File: config.mk
export PLATFORM = sky130hd
export DESIGN_NAME = snake_body
export DESIGN_NICKNAME = d
export VERILOG_FILES = /design/src/rtl/snake_body.sv
export SDC_FILE = /design/constraint.sdc
export NUM_CORES = 1
export LEC_CHECK = 0
export BUFFER_PORTS_ARGS = -buffer_cell sky130_fd_sc_hd__buf_4
export CELL_PAD_IN_SITES_DETAIL_PLACEMENT = 0
export CELL_PAD_IN_SITES_GLOBAL_PLACEMENT = 1
export CORE_ASPECT_RATIO = 0.5
export CORE_UTILIZATION = 55
export CTS_CLUSTER_DIAMETER = 50
export DETAILED_ROUTE_END_ITERATION = 8
export HOLD_SLACK_MARGIN = 0.12
export PLACE_DENSITY_LB_ADDON = 0.1
export SYNTH_ARGS = -nofsm -noshare
export SYNTH_HDL_FRONTEND = slang
export SYNTH_SLANG_ARGS = --single-unit
File: constraint.sdc
create_clock -name clk -period 32.8 [get_ports clk]
set_input_delay 9.84 -clock clk [delete_from_list [all_inputs] [get_ports clk]]
set_output_delay 9.84 -clock clk [all_outputs]
set_load 0.05 [all_outputs]
File: src/rtl/snake_body.sv
// snake_body: step-timed snake segment shift register with growth, wall/self collision and occupancy query
module snake_body #(
  parameter int GRID_W   = 40,
  parameter int GRID_H   = 30,
  parameter int X_W      = 6,
  parameter int Y_W      = 5,
  parameter int MAX_LEN  = 16,
  parameter int L_W      = 5,
  parameter int INIT_LEN = 3,
  parameter int INIT_X   = 20,
  parameter int INIT_Y   = 5,
  parameter int STEP_DIV = 5000000
) (
  input  logic           clk,
  input  logic           rst,
  input  logic           en,
  input  logic [3:0]     direction,
  input  logic [X_W-1:0] food_x,
  input  logic [Y_W-1:0] food_y,
  input  logic           food_valid,
  input  logic [X_W-1:0] query_x,
  input  logic [Y_W-1:0] query_y,
  output logic [X_W-1:0] head_x,
  output logic [Y_W-1:0] head_y,
  output logic [L_W-1:0] length,
  output logic           step,
  output logic           ate,
  output logic           game_over,
  output logic           query_hit
);
  localparam int CW = $clog2(STEP_DIV);
  logic [CW-1:0]  cnt;
  logic [X_W-1:0] seg_x [MAX_LEN];
  logic [Y_W-1:0] seg_y [MAX_LEN];
  logic [3:0]     heading, new_hd;
  logic [X_W:0]   nx;
  logic [Y_W:0]   ny;
  logic [L_W-1:0] lim;
  logic           tick, eat, wall, self_hit;
  assign tick   = en && !game_over && cnt == CW'(STEP_DIV - 1);
  assign new_hd = ($onehot(direction) && direction != {heading[2], heading[3], heading[0], heading[1]}) ? direction : heading;
  // one extra bit so a step off the low edge wraps to all-ones and fails the range check
  assign nx     = {1'b0, seg_x[0]} + (X_W+1)'(new_hd[0]) - (X_W+1)'(new_hd[1]);
  assign ny     = {1'b0, seg_y[0]} + (Y_W+1)'(new_hd[2]) - (Y_W+1)'(new_hd[3]);
  assign wall   = nx >= (X_W+1)'(GRID_W) || ny >= (Y_W+1)'(GRID_H);
  assign eat    = food_valid && nx == {1'b0, food_x} && ny == {1'b0, food_y};
  assign lim    = eat ? length : length - L_W'(1);
  assign head_x = seg_x[0];
  assign head_y = seg_y[0];
  always_comb begin
    self_hit  = 1'b0;
    query_hit = 1'b0;
    for (int i = 0; i < MAX_LEN; i++) begin
      self_hit  = self_hit | (L_W'(i) < lim && {1'b0, seg_x[i]} == nx && {1'b0, seg_y[i]} == ny);
      query_hit = query_hit | (L_W'(i) < length && seg_x[i] == query_x && seg_y[i] == query_y);
    end
  end
  always_ff @(posedge clk) begin
    if (rst) begin
      cnt       <= '0;
      length    <= L_W'(INIT_LEN);
      step      <= 1'b0;
      ate       <= 1'b0;
      game_over <= 1'b0;
      heading   <= 4'b0100;
      for (int i = 0; i < MAX_LEN; i++) begin
        seg_x[i] <= X_W'(INIT_X);
        seg_y[i] <= Y_W'(INIT_Y - ((i < INIT_LEN) ? i : INIT_LEN - 1));
      end
    end else begin
      step <= 1'b0;
      ate  <= 1'b0;
      if (en && !game_over) cnt <= tick ? '0 : cnt + 1'b1;
      if (tick) begin
        heading <= new_hd;
        if (wall || self_hit) game_over <= 1'b1;
        else begin
          seg_x[0] <= nx[X_W-1:0];
          seg_y[0] <= ny[Y_W-1:0];
          for (int i = 1; i < MAX_LEN; i++) begin
            seg_x[i] <= seg_x[i-1];
            seg_y[i] <= seg_y[i-1];
          end
          if (eat && length < L_W'(MAX_LEN)) length <= length + 1'b1;
          step <= 1'b1;
          ate  <= eat;
        end
      end
    end
  end
endmodule

# Word-level counts from Yosys, hierarchy flattened

Memories as Yosys holds them, arrays and structs flattened.
Index checks and enable logic that the tools add are counted.

Output and inout bits: 20
Bits of input ports: 30
Memory bits (writable): 176
Register bits after elaboration: 35
Logic and storage cells: 303
Memories kept: 2

Memories:

| name  | words | bits a word | read ports | clocked after memory_dff | write ports | RTL line | source |
|---|---|---|---|---|---|---|---|
| seg_x | 16    | 6           | 16         | 0                        | 16          | 33       | `logic [X_W-1:0] seg_x [MAX_LEN];` |
| seg_y | 16    | 5           | 16         | 0                        | 16          | 34       | `logic [Y_W-1:0] seg_y [MAX_LEN];` |

Bitwise gates (word level): 64
Magnitude comparators: 35
Mux-type cells: 41
Add/subtract/negate cells: 10
Equal/unequal tests: 69
Reductions and logical operators: 76

Operator list:

| operator                                                                             | number |
|---|---|
| 6-bit by 7-bit == test with 1-bit output                                             | 16 |
| 5-bit by 6-bit == test with 1-bit output                                             | 16 |
| 6-bit == test                                                                        | 16 |
| 6-bit two-way mux                                                                    | 16 |
| 5-bit two-way mux                                                                    | 17 |
| 5-bit == test                                                                        | 16 |
| 4-bit by 5-bit less-than comparator with 1-bit output (first input constant)         | 16 |
| 1-bit logical AND                                                                    | 70 |
| 1-bit OR                                                                             | 62 |
| 3-bit by 5-bit less-than comparator with 1-bit output (first input constant)         | 8 |
| 23-bit by 1-bit adder with 23-bit output (second input constant)                     | 1 |
| 23-bit == test (second input constant)                                               | 1 |
| 23-bit two-way mux                                                                   | 1 |
| 1-bit by 5-bit less-than comparator with 1-bit output (first input constant)         | 4 |
| 2-bit by 5-bit less-than comparator with 1-bit output (first input constant)         | 4 |
| 6-bit by 1-bit adder with 7-bit output                                               | 1 |
| 7-bit by 6-bit == test with 1-bit output                                             | 1 |
| 7-bit by 6-bit greater-or-equal comparator with 1-bit output (second input constant) | 1 |
| 7-bit by 1-bit subtractor with 7-bit output                                          | 1 |
| 5-bit by 1-bit adder with 6-bit output                                               | 1 |
| 6-bit by 5-bit == test with 1-bit output                                             | 1 |
| 6-bit by 5-bit greater-or-equal comparator with 1-bit output (second input constant) | 1 |
| 1-bit two-way mux                                                                    | 6 |
| 6-bit by 1-bit subtractor with 6-bit output                                          | 1 |
| other kinds (14)                                                                     | 17 |

# Depth between registers and ports, before layout

Gate-level depths: netlist of the first run.

Depth after elaboration: 35
Gate-level depth with buffers: 28
Mapped depth without buffers: 24

# Worst setup path after synthesis of the first run

OpenSTA, ideal clock, no wires.

Path type: input -> output
Start point: input port query_x[5]
End point: output port query_hit
Arrival: 11828 ps
Stages on the path: 7
Data required time: 22960 ps
Slack: 11132 ps
Path buffers: 2
Cells stage by stage: clkbuf_1 clkbuf_1 xor2_1 nor4_1 a31oi_1 nand4_1 or4_1

Cells in the longest elaborated chain, start to end: 18
Elaborated cells on any way between the ends: 63
Classes of those cells: eq/ne (16); bitwise (15); reduce/logical (32)

RTL lines:

| item                           | RTL line | source |
|---|---|---|
| start, declared                | 21       | `input logic [X_W-1:0] query_x,` |
| 6-bit == test                  | 55       | `query_hit = query_hit \| (L_W'(i) < length && seg_x[i] == query_x && seg_y[i] == query_y);` |
| 1-bit logical AND (2 in a row) | 55       |  |
| 1-bit OR (14 in a row)         | 55       |  |
| 1-bit OR (*)                   | 55       |  |
| end, declared                  | 29       | `output logic query_hit` |

Mark *: on every way between the ends. The rest lies on a longest branch, timed or not.

# Final worst setup path of the first run

Start point: input port query_y[4]
End point: output port query_hit

Cells in the longest elaborated chain, start to end: 17
Elaborated cells on any way between the ends: 47
Classes of those cells: eq/ne (16); bitwise (15); reduce/logical (16)

RTL lines:

| item                   | RTL line | source |
|---|---|---|
| start, declared        | 22       | `input logic [Y_W-1:0] query_y,` |
| 5-bit == test          | 55       |  |
| 1-bit logical AND      | 55       |  |
| 1-bit OR (14 in a row) | 55       |  |
| 1-bit OR (*)           | 55       |  |

Marks and branches as above.

==> results.json, run 1 <==
{
  "maxCapViolations": 0,
  "fillCellCount": 2232,
  "die_w_um": 234.4,
  "netlist_area_mm2": 0.01485,
  "seq_area_frac_synth_pct": 40.31,
  "clk_latency_ns": 0.55,
  "synth_seq_cells": 211,
  "critPathSlowestCell": "or4_1",
  "syn_avg_cell_area_um2": 10.20,
  "skew_ns": 0.02351,
  "drt-wirelength-per-cell_um": 26.77,
  "cts_hold_buf": 0,
  "synth_top_cell_by_area": "edfxtp_1",
  "clkTransAtPathRegs_ns": 0.06,
  "relSlewSlack_pct": 5.085,
  "die_area_mm2": 0.02770,
  "synthDistinctLibCells": 69,
  "num-nets-final": 1510,
  "vias": 11490,
  "arrival_ns": 11.86,
  "rr_endpoint": "seg_x[5][1]",
  "cts_root_buffer": "clkbuf_16",
  "pin_count": 50,
  "startpoint_type": "input port",
  "max_freq_ghz": 0.04608,
  "synth_top_area_share_pct": 35.59,
  "cts_made_buffers": 22,
  "wl_mm": 48.89,
  "synth_warnings": 0,
  "path_max_fanout": 16,
  "grt_pass1_wl_mm": 71.60,
  "required_ns": 22.96,
  "min_to": "cnt[1]",
  "vias_per_cell": 6.294,
  "n_antenna_cell": 0,
  "p_leak_nw": 5.759,
  "dp_hpwl_mm": 35.15,
  "start_util_pct": 56.06,
  "slew_violations": 0,
  "power_density_mw_per_mm2": 48.22,
  "grt-ovfl-total": 0,
  "criticalPathCategory": "in -> out",
  "hp-start": "cnt[1]",
  "setup-tns-final_ns": 0,
  "finalCriticalPeriod_ns": 21.70,
  "fp.coreArea_mm2": 0.02649,
  "async_flop_share_pct": 0,
  "synth.area.top_cells": "edfxtp_1 (36%), xor2_1 (11%), xnor2_1 (11%)",
  "hold_viol_final": 0,
  "synthCells": 1455,
  "setup_viol": 0,
  "min_period_over_period_pct": 66.17,
  "slowest_delay_ns": 0.61,
  "grt_pass1_vias": 11410,
  "rows": 42,
  "hold-path-cell-count": 2,
  "drive_above_1_share_pct": 10.65,
  "areaGrowthSynthToFinish_pct": 9.354,
  "synth_edf_count": 176,
  "syn_nets": 1507,
  "clkSinkCount": 211,
  "finalPower_mw": 0.7829,
  "reg2reg_from": "heading[2]",
  "status": "finished clean",
  "drc": 0,
  "endpoint_kind": "output pin",
  "place.gp.congestion": 0.9664,
  "path_cells": "buf_4 -> xor2_1 -> nor4_1 -> nand4_1 -> nor3_1 -> a21oi_1 -> nand4_1 -> or4_1 -> buf_4",
  "antenna_found_initial": 0,
  "hp-class": "reg -> reg",
  "fp.dieH_um": 118.2,
  "io_buffers": 49,
  "grt_max_degree": 103,
  "ctsHtreeMaxLevel": 1,
  "synth_flop_cell": "edfxtp_1",
  "placed_area_mm2": 0.01549,
  "r2r_setup_slack_ns": 24.13,
  "tightest_slew_ns": 1.411,
  "rsz0062_at_grt": "no",
  "netlist_top_cells_count": "xor2_1 (194), xnor2_1 (184), edfxtp_1 (176), and2_1 (73), clkbuf_1 (70)",
  "drt_iter0_markers": 1352,
  "first_pass_iters": 8,
  "track_usage_pct": 35.60,
  "yosysMostFrequentCell": "xor2_1",
  "ant_nets": 0,
  "ctsResizeCount": 0,
  "reg2reg_depth": 21,
  "post-route-cell-area_mm2": 0.01624,
  "clockBufferDepth": 3,
  "tritoncts": "yes",
  "ir_drop_mv": 0.04349,
  "cts_setup_buffers": 0
}
worst max path at each step:
stage	startpoint	to	slack, ns	cells after the start
after floorplan	query_x[5]	query_hit	11.13	7
after global placement	query_y[4]	query_hit	11.14	9
after detailed placement	query_y[4]	query_hit	11.15	9
after CTS	query_y[4]	query_hit	11.13	9
after global routing	query_x[1]	query_hit	11.03	9
final	query_y[4]	query_hit	11.10	9
cells in the final DEF, fill, tap and decap left out, drive strengths merged, types with 5 or more instances in the layout:
| cell type | instances |
|---|---|
| nor4 | 54 |
| nor4b | 6 |
| and3 | 8 |
| nor3 | 27 |
| nand2 | 57 |
| edfxtp | 176 |
| nand4 | 46 |
| and2 | 73 |
| xor2 | 196 |
| a21oi | 32 |
| nor3b | 6 |
| xnor2 | 184 |
| a2111oi | 8 |
| a211oi | 10 |
| nor2 | 67 |
| xnor3 | 25 |
| or4 | 6 |
| and4 | 5 |
| nand3 | 44 |
| clkbuf | 25 |
| buf | 76 |
| or3 | 11 |
| nor2b | 48 |
| o21ai | 33 |
| a31oi | 6 |
| clkinv | 8 |
| a21o | 6 |
| mux2 | 5 |
| or2 | 29 |
| ha | 19 |
| inv | 32 |
| o2111ai | 7 |
| dfxtp | 35 |
| nand2b | 42 |
| mux2i | 15 |
metal layers:
| metal | track usage [%] | part of all wire [%] |
|---|---|---|
| met5 | 0 | 0 |
| met4 | 8.831 | 2.6 |
| met3 | 11.90 | 12 |
| met2 | 52.88 | 43 |
| met1 | 49.81 | 42 |
critical path, delay by kind of cell:
kind	cells	cell delay, ns
XOR/XNOR	1	0.19
AO/OA/AOI/OAI	1	0.27
AND/OR/NAND/NOR	5	1.02
buffers and inverters	2	0.53
where the power goes:
group / switching [mW] / total, mW / internal (mW)
clock network: 0.118 / 0.271 / 0.153
registers: 0.0188 / 0.321 / 0.302
logic: 0.113 / 0.191 / 0.0782
total: 0.250 / 0.783 / 0.533
per-stage QoR:
| step | hold slack (ns) | utilization (%) | std cells | setup WS (ns) |
|---|---|---|---|---|
| 2_1_floorplan | 0.4492 | - | 1455 | 11.13 |
| 3_3_place_gp | 0.4619 | 58.47 | 1786 | 11.14 |
| 3_5_place_dp | 0.4770 | 58.47 | 1786 | 11.15 |
| 4_1_cts | 0.4911 | 61.30 | 1826 | 11.13 |
| 5_1_grt | 0.5178 | 61.30 | 1826 | 11.03 |
| 6_report | 0.4878 | 61.30 | 1826 | 11.10 |
kinds of logic (layout without fill, tap and decap cells):
kind of cell / count (synthesis) / in the layout / share of synthesized area [%]
and+or+nand+nor: 537 / 537 / 20.54
AOI/OAI and AO/OA: 132 / 132 / 5.949
muxes: 20 / 20 / 1.390
adders and majority gates: 22 / 22 / 2.006
buffers and inverters: 128 / 147 / 3.413
DFF: 211 / 211 / 40.31
xor gates and xnor gates: 405 / 405 / 26.38
flip-flops by register name (all words and copies together), names as in the netlist:
register and flops:
heading 4, length 5, step 1, game_over 1, seg_y 80, ate 1, cnt 23, seg_x 96
area by class of cell:
type                            count  area (µm²)  area share, %
Multi-Input combinational cell   1116        8373          51.57
Sequential cell                   211        5986          36.87
Timing Repair Buffer               76       570.5          3.514
Clock inverter                     15       167.7          1.033
Inverter                           31       116.4         0.7167
Tap cell                          352       440.4          2.712
Clock buffer                       25       583.1          3.591
Power figures use the tool's default switching activity.
==> run 2, diff against run 1 <==
--- a/config.mk
+++ b/config.mk
@@ -5,11 +5,12 @@
 export SDC_FILE = /design/constraint.sdc
 export NUM_CORES = 1
 export LEC_CHECK = 0
+export ABC_AREA = 1
 export BUFFER_PORTS_ARGS = -buffer_cell sky130_fd_sc_hd__buf_4
 export CELL_PAD_IN_SITES_DETAIL_PLACEMENT = 0
 export CELL_PAD_IN_SITES_GLOBAL_PLACEMENT = 1
 export CORE_ASPECT_RATIO = 0.5
-export CORE_UTILIZATION = 55
+export CORE_UTILIZATION = 48
 export CTS_CLUSTER_DIAMETER = 50
 export DETAILED_ROUTE_END_ITERATION = 8
 export HOLD_SLACK_MARGIN = 0.12
==> constraint.sdc (replaced) <==
create_clock -name clk -period 20.4 [get_ports clk]
set_input_delay 6.12 -clock clk [delete_from_list [all_inputs] [get_ports clk]]
set_output_delay 6.12 -clock clk [all_outputs]
set_load 0.05 [all_outputs]
==> run 2 against run 1 <==
Worst setup slack got worse by 5.5 ns. Power increased by 56%. Utilization decreased by 7.5 points. Register-to-register slack got worse by 12 ns. Clock skew decreased by 0.0068 ns. Clock power increased by 64%. Critical endpoint unchanged. Highest routed layer unchanged.
==> results.json, run 2 <==
{
  "n_antenna_cell": 0,
  "ant_nets": 0,
  "synth_edf_count": 176,
  "hold-path-cell-count": 1,
  "dp_slack_ns": 5.388,
  "gr-usage-met1_pct": 45.19,
  "ctsHtreeMaxLevel": 1,
  "grt-ovfl-total": 0,
  "num-nets-final": 1814,
  "critical_path.most_common_cell": "buf_4",
  "wl_mm": 49.22,
  "grt-busiest-layer": "met2",
  "cts_setup_buffers": 0,
  "ir_drop_mv": 0.06674,
  "clockBufferDepth": 3,
  "first_pass_iters": 5,
  "clkSinkCount": 211,
  "final_cell_mix": "nand2_1 (335), inv_1 (251), nor2_1 (205)",
  "antenna_found_initial": 0,
  "p_leak_nw": 6.545,
  "rsz0062_at_grt": "no",
  "synthDistinctLibCells": 55,
  "drt-wirelength-per-cell_um": 22.68,
  "synth_warnings": 0,
  "critPathSlowestCell": "o41ai_1",
  "relSlewSlack_pct": 13.53,
  "grt_max_degree": 74,
  "slew_violations": 0,
  "slowest_delay_ns": 0.63,
  "timing.hold.ws_ns": 0.4911,
  "synth.area.top_cells": "edfxtp_1 (37%), xor2_1 (9.3%), nand2_1 (8.9%)",
  "power_density_mw_per_mm2": 78.06,
  "place.gp.congestion": 0.9368,
  "synth_flop_cell": "edfxtp_1",
  "start_util_pct": 48.95,
  "use_met2_pct": 49.63,
  "yosysMostFrequentCell": "nand2_1",
  "rows": 44,
  "fp.coreArea_mm2": 0.02901,
  "cts_hold_buf": 0,
  "skew_ns": 0.01670,
  "fp.dieH_um": 123.6,
  "top_regs": "seg_x: 96 flops, seg_y: 80 flops, cnt: 23 flops",
  "arrival_ns": 8.71,
  "startpoint_type": "input port",
  "seq_area_frac_synth_pct": 42.15,
  "track_usage_pct": 32.27,
  "criticalPathCategory": "in -> out",
  "synth_top_area_share_pct": 37.22,
  "syn_nets": 1796,
  "setup_viol": 0,
  "drive_above_1_share_pct": 7.982,
  "synth_seq_cells": 211,
  "hold_viol_final": 0,
  "synth_top_cell_by_area": "edfxtp_1",
  "vias": 12620,
  "pin_count": 50,
  "path_cells": "buf_4 -> clkinv_1 -> a221oi_1 -> o2111ai_1 -> o41ai_1 -> a211oi_1 -> nand4_1 -> buf_4",
  "max_freq_ghz": 0.06741,
  "synthCells": 1744,
  "grt_util_met3_pct": 8.339,
  "grt_pass1_vias": 11850,
  "reg2reg_depth": 32,
  "worst_slack_ns": 5.565,
  "syn_avg_cell_area_um2": 8.143,
  "drt_iter0_markers": 1288,
  "clkTransAtPathRegs_ns": 0.06,
  "io_buffers": 49,
  "regMostFlops": "seg_x",
  "die_area_mm2": 0.03032,
  "dp_hpwl_mm": 35.90,
  "setup-tns-final_ns": 0,
  "grt_pass1_wl_mm": 72.35,
  "finalCriticalPeriod_ns": 14.83,
  "instances_no_fill": 2170,
  "die_w_um": 245.3,
  "drc": 0,
  "tritoncts": "yes",
  "final_common_cell": "nand2_1",
  "endpoint_kind": "output pin",
  "areaGrowthSynthToFinish_pct": 9.956,
  "dp_cells": 2127,
  "cts_root_buffer": "clkbuf_16",
  "min_period_over_period_pct": 72.72,
  "maxCapViolations": 0,
  "path_max_fanout": 16,
  "tightest_slew_ns": 1.283,
  "netlist_top_cells_count": "nand2_1 (336), inv_1 (251), nor2_1 (205), edfxtp_1 (176), xor2_1 (151)",
  "cts_made_buffers": 24,
  "ctsResizeCount": 0,
  "async_flop_share_pct": 0,
  "largest_reg_flops": 96,
  "clk_latency_ns": 0.54,
  "hp-class": "reg -> reg",
  "vias_per_cell": 5.817,
  "status": "finished clean",
  "netlist_area_mm2": 0.01420,
  "required_ns": 14.28
}
[run 2: area by class of cell]
| cell class | instances | area [µm²] |
|---|---|---|
| Clock buffer | 32 | 673.1 |
| Tap cell | 391 | 489.2 |
| Sequential cell | 211 | 5986 |
| Clock inverter | 11 | 102.6 |
| Fill cell | 2771 | 13400 |
| Inverter | 260 | 975.9 |
| Multi-Input combinational cell | 1202 | 6915 |
| Timing Repair Buffer | 63 | 473.0 |
[run 2: worst paths after layout]
check / slack (ns) / startpoint / end
setup / recovery: 5.57 / query_y[3] / query_hit
hold / removal: 0.49 / cnt[18] / cnt[18]
setup reg to reg: 12.00 / heading[3] / seg_y[0][3]
hold reg to reg: 0.49 / cnt[18] / cnt[18]
[run 2: logic make-up after synthesis]
group	count (synthesis)	share of synthesized area, %
buffers and inverters	331	9.207
adders and majority gates	22	2.097
and+or+nand+nor	792	25.24
xor gates and xnor gates	222	13.69
DFF	211	42.15
AOI/OAI and AO/OA	166	7.612
[run 2: layer usage]
| metal | wire, µm | part of all wire, % | up-vias |
|---|---|---|---|
| met5 | 0 | 0 | - |
| met4 | 1239 | 2.5 | 0 |
| met1 | 21770 | 44 | 6165 |
| met3 | 4990 | 10 | 77 |
| met2 | 21220 | 43 | 597 |
| li1 | - | - | 5783 |
[run 2: worst max-delay path, delay by kind of cell]
family                 cells  cell delay (ns)
buffers and inverters      3             1.01
AO/OA/AOI/OAI              4             1.40
AND/OR/NAND/NOR            1             0.17
[run 2: power by group]
| part | total [mW] | internal [mW] | switching (mW) | leakage [nW] |
|---|---|---|---|---|
| clock network | 0.444 | 0.247 | 0.197 | 0.375 |
| registers | 0.507 | 0.486 | 0.0205 | 1.98 |
| logic | 0.268 | 0.0823 | 0.186 | 4.19 |
[run 2: metrics by stage]
| step | power [mW] | area (µm²) | utilization (%) |
|---|---|---|---|
| finish | 1.219 | 15620 | 53.82 |
| global route | 1.260 | 15620 | 53.82 |
| CTS | 1.217 | 15620 | 53.82 |
| detailed placement | 0.7751 | 14840 | 51.15 |
| global placement | 0.7719 | 14840 | 51.15 |
| floorplan | 0.6931 | 14200 | - |
